--- config.mk ---
export PLATFORM = sky130hd
export DESIGN_NAME = pagerank_sched
export DESIGN_NICKNAME = d
export VERILOG_FILES = /design/src/rtl/pagerank_sched.sv
export SDC_FILE = /design/constraint.sdc
export NUM_CORES = 1
export LEC_CHECK = 0
export ABC_AREA = 1
export CAP_MARGIN = 15
export CORE_ASPECT_RATIO = 0.7
export CORE_UTILIZATION = 47
export CTS_CLUSTER_DIAMETER = 150
export DETAILED_ROUTE_END_ITERATION = 8
export GPL_ROUTABILITY_DRIVEN = 0
export GPL_TIMING_DRIVEN = 0
export PLACE_DENSITY_LB_ADDON = 0.12
export RECOVER_POWER = 25
export SYNTH_ARGS = -nofsm -noshare
export SYNTH_HDL_FRONTEND = slang
export SYNTH_SLANG_ARGS = --single-unit
export TNS_END_PERCENT = 1
--- constraint.sdc ---
create_clock -name clk -period 10 [get_ports clk]
set_input_delay 2.5 -clock clk [delete_from_list [all_inputs] [get_ports clk]]
set_output_delay 2.5 -clock clk [all_outputs]
set_load 0.005 [all_outputs]
--- src/rtl/pagerank_sched.sv ---
// rtl/pagerank_sched.sv - PageRank iteration scheduler sequencing clear/MAC/commit over a latched adjacency matrix
module pagerank_sched #(
  parameter int N        = 16,
  parameter int WIDTH    = 16,
  parameter int MAX_ITER = 32,
  parameter logic [WIDTH-1:0] EPS = WIDTH'(16'h0010)
) (
  input  logic                   clk,
  input  logic                   reset,
  input  logic                   start,
  input  logic [N*N-1:0]         adjacency,
  input  logic                   mac_ack,
  input  logic [WIDTH-1:0]       delta,
  output logic                   busy,
  output logic                   done,
  output logic                   converged,
  output logic [$clog2(N)-1:0]   row_idx,
  output logic [$clog2(N)-1:0]   col_idx,
  output logic                   acc_clr,
  output logic                   mac_req,
  output logic                   commit,
  output logic [7:0]             iter_count
);

  localparam int LN = $clog2(N);
  localparam logic [LN-1:0] LAST_IDX = LN'(N - 1);
  localparam logic [7:0]    ITER_LIM = 8'(MAX_ITER);

  typedef enum logic [2:0] {
    IDLE   = 3'd0,
    CLEAR  = 3'd1,
    SCAN   = 3'd2,
    COMMIT = 3'd3,
    CHECK  = 3'd4,
    FIN    = 3'd5
  } state_t;

  state_t           r_state;
  logic [N*N-1:0]   r_adj;
  logic [LN-1:0]    r_row;
  logic [LN-1:0]    r_col;
  logic [7:0]       r_iter;
  logic [WIDTH-1:0] r_max;
  logic             r_busy;
  logic             r_done;
  logic             r_conv;
  logic             r_acc_clr;
  logic             r_mac_req;
  logic             r_commit;

  logic [LN-1:0]    w_col_nxt;
  logic             w_elig_first;
  logic             w_elig_nxt;
  logic             w_last_col;
  logic             w_last_row;
  logic [WIDTH-1:0] w_max_nxt;
  logic [7:0]       w_iter_inc;

  // Matrix bit row*N+col is simply {row,col} because N is a power of two.
  assign w_col_nxt    = r_col + LN'(1);
  assign w_elig_first = r_adj[{r_row, {LN{1'b0}}}] && (r_row != '0);
  assign w_elig_nxt   = r_adj[{r_row, w_col_nxt}] && (w_col_nxt != r_row);
  assign w_last_col   = (r_col == LAST_IDX);
  assign w_last_row   = (r_row == LAST_IDX);
  assign w_max_nxt    = (delta > r_max) ? delta : r_max;
  assign w_iter_inc   = r_iter + 8'd1;

  assign busy       = r_busy;
  assign done       = r_done;
  assign converged  = r_conv;
  assign row_idx    = r_row;
  assign col_idx    = r_col;
  assign acc_clr    = r_acc_clr;
  assign mac_req    = r_mac_req;
  assign commit     = r_commit;
  assign iter_count = r_iter;

  // Scheduler FSM; every output is registered and set on the transition into the state that owns it.
  always_ff @(posedge clk or posedge reset) begin
    if (reset) begin
      r_state   <= IDLE;
      r_adj     <= '0;
      r_row     <= '0;
      r_col     <= '0;
      r_iter    <= '0;
      r_max     <= '0;
      r_busy    <= 1'b0;
      r_done    <= 1'b0;
      r_conv    <= 1'b0;
      r_acc_clr <= 1'b0;
      r_mac_req <= 1'b0;
      r_commit  <= 1'b0;
    end else begin
      case (r_state)
        IDLE: begin
          if (start) begin
            r_adj     <= adjacency;
            r_row     <= '0;
            r_col     <= '0;
            r_iter    <= '0;
            r_max     <= '0;
            r_conv    <= 1'b0;
            r_busy    <= 1'b1;
            r_acc_clr <= 1'b1;
            r_state   <= CLEAR;
          end
        end
        CLEAR: begin
          r_acc_clr <= 1'b0;
          r_col     <= '0;
          r_mac_req <= w_elig_first;
          r_state   <= SCAN;
        end
        SCAN: begin
          // An ineligible column advances at once; an eligible one waits for its ack.
          if (!r_mac_req || mac_ack) begin
            if (w_last_col) begin
              r_mac_req <= 1'b0;
              r_commit  <= 1'b1;
              r_state   <= COMMIT;
            end else begin
              r_col     <= w_col_nxt;
              r_mac_req <= w_elig_nxt;
            end
          end
        end
        COMMIT: begin
          r_commit <= 1'b0;
          r_max    <= w_max_nxt;
          if (w_last_row) begin
            r_state <= CHECK;
          end else begin
            r_row     <= r_row + LN'(1);
            r_col     <= '0;
            r_acc_clr <= 1'b1;
            r_state   <= CLEAR;
          end
        end
        CHECK: begin
          r_iter <= w_iter_inc;
          if (r_max <= EPS) begin
            r_conv  <= 1'b1;
            r_done  <= 1'b1;
            r_state <= FIN;
          end else if (w_iter_inc == ITER_LIM) begin
            r_done  <= 1'b1;
            r_state <= FIN;
          end else begin
            r_max     <= '0;
            r_row     <= '0;
            r_col     <= '0;
            r_acc_clr <= 1'b1;
            r_state   <= CLEAR;
          end
        end
        FIN: begin
          r_done  <= 1'b0;
          r_busy  <= 1'b0;
          r_state <= IDLE;
        end
        default: begin
          r_state <= IDLE;
        end
      endcase
    end
  end

endmodule

==> run_results.csv <==
group,metric,value,unit
floorplanning,coreArea,31100,µm²
floorplanning,dieArea,32400,µm²
timing,slew_viol_final,147,
grt,overflow,0,
placed_design,io_buffers,297,
timing,tightest_slew,2.27,ns
clocking,clock_latency,0.58,ns
setup_path,crit_type,"in2async",
setup_path,worstPathMaxFanout,37,
power_and_ir_drop,clock_power_share,0.186,
layout,postLayoutCoreUtil,0.621,
timing,setup_violations,0,
clocking,postCtsHoldBufs,0,
clocking,cts.repair.resized,0,
power_and_ir_drop,pwr_density_cell,298,nW/µm²
layout,insertedDiodeCount,0,
power_and_ir_drop,ir_worst_vdd,0.000200,V
layout,most-common-layout-cells,"nand2_1 (732), dfrtp_1 (297), clkdlybuf4s50_1 (295)",
power_and_ir_drop,switching_share,0.442,
run_status,outcome,"finished with violations",
floorplanning,rows,54,
floorplanning,die_w,215,µm
setup_path,worstPathRequired,10.25,ns
synthesis,syn-num-nets,2259,
synthesis,netlist_instances,1963,
synthesis,synth-seq-area-share,0.500,
power_and_ir_drop,pwr-share-comb,0.476,
power_and_ir_drop,leakagePower,9.26,nW
layout,post-route-cell-area,19300,µm²
synthesis,syn_area,14900,µm²
worst_hold_path,min-delay-path-class,"reg2reg",
placed_design,dpl-instance-area,18500,µm²
job,cap_violations,4,
power_and_ir_drop,p_int,3.22,mW
run_status,violations,"capacitance limit, slew limit",
layout,nets,2595,
drt,route.detailed.drc,0,
synthesis,yosys_warnings,0,
timing,period_minus_slack,6.01,ns
layout,syn_to_final_growth,30.1,%
floorplanning,initial_utilization,0.477,
drt,avgViaCountPerCell,5.34,
timing,fin_skew,0.0240,ns
setup_path,r2r_slack,6.84,ns
synthesis,syn_avg_cell_area,7.57,µm²
grt,grt_pass1_vias,14100,
power_and_ir_drop,power.total,5.77,mW
timing,clock.fmax,0.166,GHz
setup_path,cp-end-kind,"asynchronous set/reset pin",
drt,wirelength,52000,µm
clocking,clk_path_buf_depth,3,
timing,slew_headroom,-0.510,
synthesis,synth_seq_cells,297,
clocking,clock_sinks,297,
grt,grt_util_all_layers,0.323,
timing,whs,0.471,ns
timing,tns,0,ns
floorplanning,dieHeight,151,µm
power_and_ir_drop,switchingPower,2.55,mW
drt,ant_nets,0,
timing,period_share,0.601,
timing,hold_viol,0,
clocking,post_cts_buffers,0,
drt,drt_iter0_markers,1660,
drt,dr.pass1.iters,5,
floorplanning,ios,298,
setup_path,critical_path_arrival,6.26,ns
layout,layout-drive-gt1-share,0.0510,
grt,grt_pass1_wl,79400,µm
power_and_ir_drop,p_seq_frac,0.338,
clocking,htreeDepth,1,
drt,avgRoutedWirePerCell,19.0,µm
layout,layout_commonest_cell,"nand2_1",
clocking,root_buffer,"clkbuf_16",
placed_design,dp_hpwl,38200,µm
setup_path,start_kind,"primary input",
grt,grt_max_degree,45,
grt,antenna_found_initial,0,
synthesis,ys_types,42,
timing,rsz0062_at_grt,"false",
clocking,cts_tree,"yes",
clocking,cts_buffers,29,
clocking,path_clk_slew,0.07,ns
drt,dr_total_vias,14600,
## area by class of cell
cell class / count / area (µm²)
flip-flops and latches: 297 / 7430
repair buffers: 305 / 3070
fillers: 2859 / 11800
plain buffers: 110 / 485
inverters: 211 / 793
well taps: 420 / 526
clock buffers: 40 / 807
clock inverters: 5 / 78.8
multi-input cells: 1345 / 6150
## registers in the layout, summed over array words and instances, names as in the netlist, 3 cells and up
register / cells
iter_count: 8
r_state: 3
r_adj: 256
r_max: 16
col_idx: 4
row_idx: 4
## stage by stage
stage | setup slack, ns | std cells
floorplan | 3.55 | 1963
finish | 3.99 | 2733
detailed placement | 4.67 | 2688
global placement | 1.38 | 2680
global route | 3.26 | 2733
CTS | 5.25 | 2733
## synthesized netlist by cell type (all sizes together)
cell	number	area, µm²
clkbuf	69	259
xnor2	1	8.76
nor3	7	45.0
nand4	6	37.5
a31oi	3	33.8
o221ai	2	17.5
or2	1	6.26
nand2	744	2820
a211oi	1	7.51
o211ai	18	135
dfrtp	297	7430
o21bai	1	7.51
inv	211	792
nand3	198	1010
buf	41	226
nor2	70	292
xor2	7	76.3
o22ai	5	31.3
o21ai	222	1150
or4	1	7.51
ha	20	250
a21oi	30	150
a41oi	1	8.76
a22o	1	8.76
o31ai	2	15.0
o2111ai	2	17.5
a221oi	2	17.5
## worst max-delay path, cell delays in order
cell,delay (ns)
dlygate4sd3_1,0.54
clkinvlp_2,0.32
clkbuf_1,1.26
clkbuf_1,1.60
## final timing paths
path                            start          to  cells past startpoint
min                        r_adj[211]  r_adj[211]                      2
max reg2reg                col_idx[1]     mac_req                     15
min reg2reg                r_adj[211]  r_adj[211]                      2
max                             reset  r_adj[160]                      4
max in group clk                start  r_adj[160]                      7
min in group asynchronous       reset   r_adj[18]                      2
## metal layers
layer / part of all wire / vias up / wire length [µm] / GRT usage
met2: 0.44 / 681 / 22700 / 0.497
li1: - / 6874 / - / -
met5: 0 / - / 0 / 0
met3: 0.084 / 106 / 4350 / 0.0618
met1: 0.45 / 6933 / 23400 / 0.463
met4: 0.030 / 0 / 1540 / 0.101
## power groups by stage
stage	Sequential (mW)	Combinational [mW]	Clock, mW
after floorplan	1.90	1.76	0
after global placement	1.95	2.60	0
after CTS	1.94	2.69	1.08
after global routing	1.99	3.04	1.12
after detailed placement	1.96	2.67	0
final	1.95	2.74	1.07
## kinds of logic after synthesis
logic type / count (synthesis) / synth area share
simple gates: 1027 / 0.284
buf+inv: 321 / 0.0859
flops: 297 / 0.500
compound gates: 290 / 0.108
fa+ha+maj: 20 / 0.0168
xor+xnor: 8 / 0.00572
Power figures use the tool's default switching activity.
==> patch, RTL diff (config.mk and constraints unchanged) <==
`WIDTH`: 16 -> 12.
--- a/src/rtl/pagerank_sched.sv
+++ b/src/rtl/pagerank_sched.sv
@@ -3,3 +3,3 @@
   parameter int N        = 16,
-  parameter int WIDTH    = 16,
+  parameter int WIDTH    = 12,
   parameter int MAX_ITER = 32,
Ports: changed (resized delta); port bits go from 298 to 294. No check against the original RTL was run, so the function may have changed too.
==> patch against the original RTL <==
The run still ends with max-capacitance violations, max-slew violations left; non-clock buffer count stayed put; power is 2.8% lower; area after synthesis is 1.4% lower; first-iteration DRC count is 14% lower; maximum frequency is 7.4% higher; critical path depth is 2 higher; synthesized cell count is 2.1% lower; count of clock-buffer cells in the layout is 2 higher; sequential cell count is 4 lower; design area is 0.50% lower; final cell count is 1.6% lower; setup slack better by 0.42 ns; via count is 1.4% lower; routed wire length is 1.1% lower; critical path type unchanged; critical endpoint is now r_adj[114].
==> patch: results (changes against the original RTL) <==
[grt]
antenna_found_initial = 0  ; unchanged
grt.total_usage = 0.326  ; +0.00311
grt_pass1_vias = 14000  ; -0.78%
grt_pass1_wl_um = 78400  ; -1.2%
grt_start_max_net_pins = 43  ; -4.4%

[critical_path]
critPathMaxStageDelay_ns = 1.44  ; -0.16 ns
critPathMaxFanout = 41  ; +11%

[timing]
fin_skew_ns = 0.00745  ; -0.0165 ns
slew-limit-headroom = -0.268  ; +0.242
slew_violations = 107  ; -27%

[power]
vdd_drop_max_v = 0.000140  ; -30%
leakage_uw = 0.00921  ; -0.58%

[detailed_routing]
wl_met1_um = 22200  ; -5.3%
wl_met3_um = 5140  ; +18%
wl_um = 51500  ; -1.1%
routedWlPerCell_um = 19.1  ; +0.55%
via_per_inst = 5.35  ; +0.26%
drt_iter0_markers = 1430  ; -14%
wl_met2_um = 22900  ; +0.99%

[logic_synthesis]
syn_area_per_cell_sq_um = 7.62  ; +0.68%
seq_area_frac_synth = 0.500  ; about the same
synth.distinct_cells = 43  ; +2.4%
synth_compound_area_frac = 0.107  ; -0.000924
synth_adder_area_share = 0.0137  ; -0.00317
yosys-top-cells-count = nand2_1 (718), dfrtp_1 (293), o21ai_0 (215), inv_1 (205), nand3_1 (202)
netlist_top_cells_area = dfrtp_1 (50%), nand2_1 (18%), o21ai_0 (7.3%), nand3_1 (6.9%), inv_1 (5.3%)

[run]
cap_violations = 3  ; -1

[placement]
placed_area_sq_um = 18200  ; -1.5%
portBuffers = 293  ; -1.3%
hpwl_um = 37100  ; -2.8%

[final_layout]
drive_above_1_share = 0.0650  ; +0.0140
layout.nets = 2542  ; -2.0%

[clock_network]
cts-buffers-inserted = 30  ; +3.4%

[run_status]
violations = max-capacitance violations, max-slew violations
status = finished with violations

-- patch: changes by cell type after synthesis, moves of 6 or more --
cell and delta:
buf_2 +27, buf_4 +10, clkbuf_1 -35, nand2_1 -14
nand2_2 -10, nand3_1 +6, nor2_1 -14, o211ai_1 +9
o21ai_2 -10
-- patch: report_power, final --
part | switching (uW) | leakage, uW | internal (uW)
Clock | 489 | 0.000513 | 723
Combinational | 1610 | 0.00503 | 835
Sequential | 221 | 0.00366 | 1730
-- patch: logic make-up (layout without fill, tap and decap cells) --
| kind of cell | count (synthesis) | after routing |
|---|---|---|
| AOI/OAI and AO/OA | 288 | 288 |
| and+or+nand+nor | 993 | 993 |
| DFF | 293 | 293 |
| adders and majority gates | 16 | 16 |
| xor gates and xnor gates | 7 | 7 |
| buffers and inverters | 325 | 679 |
-- patch: worst paths after layout --
check	startpoint	slack (ns)	endpoint	depth (start not counted)
setup / recovery	reset	4.41	r_adj[114]	6
hold / removal	r_adj[206]	0.47	r_adj[206]	2
setup reg to reg	col_idx[1]	6.95	mac_req	16
hold reg to reg	r_adj[206]	0.47	r_adj[206]	2
max in group clk	start	5.62	r_adj[33]	6
min in group asynchronous	reset	2.78	r_adj[87]	2
-- patch: cell type report --
type                       instances  area [sq um]
buffer                           115           596
clock buffer                      42           857
clock inverter                    12           188
fill                            2696         11100
inverter                         210           790
multi-input combinational       1304          5920
sequential                       293          7330
tap                              412           515
timing repair buffer             300          3040
-- patch: per-layer routing --
| layer | up-vias | track usage |
|---|---|---|
| li1 | 6747 | - |
| met1 | 6905 | 0.458 |
| met2 | 662 | 0.504 |
| met3 | 77 | 0.0821 |
| met4 | 0 | 0.0799 |
| met5 | - | 0 |
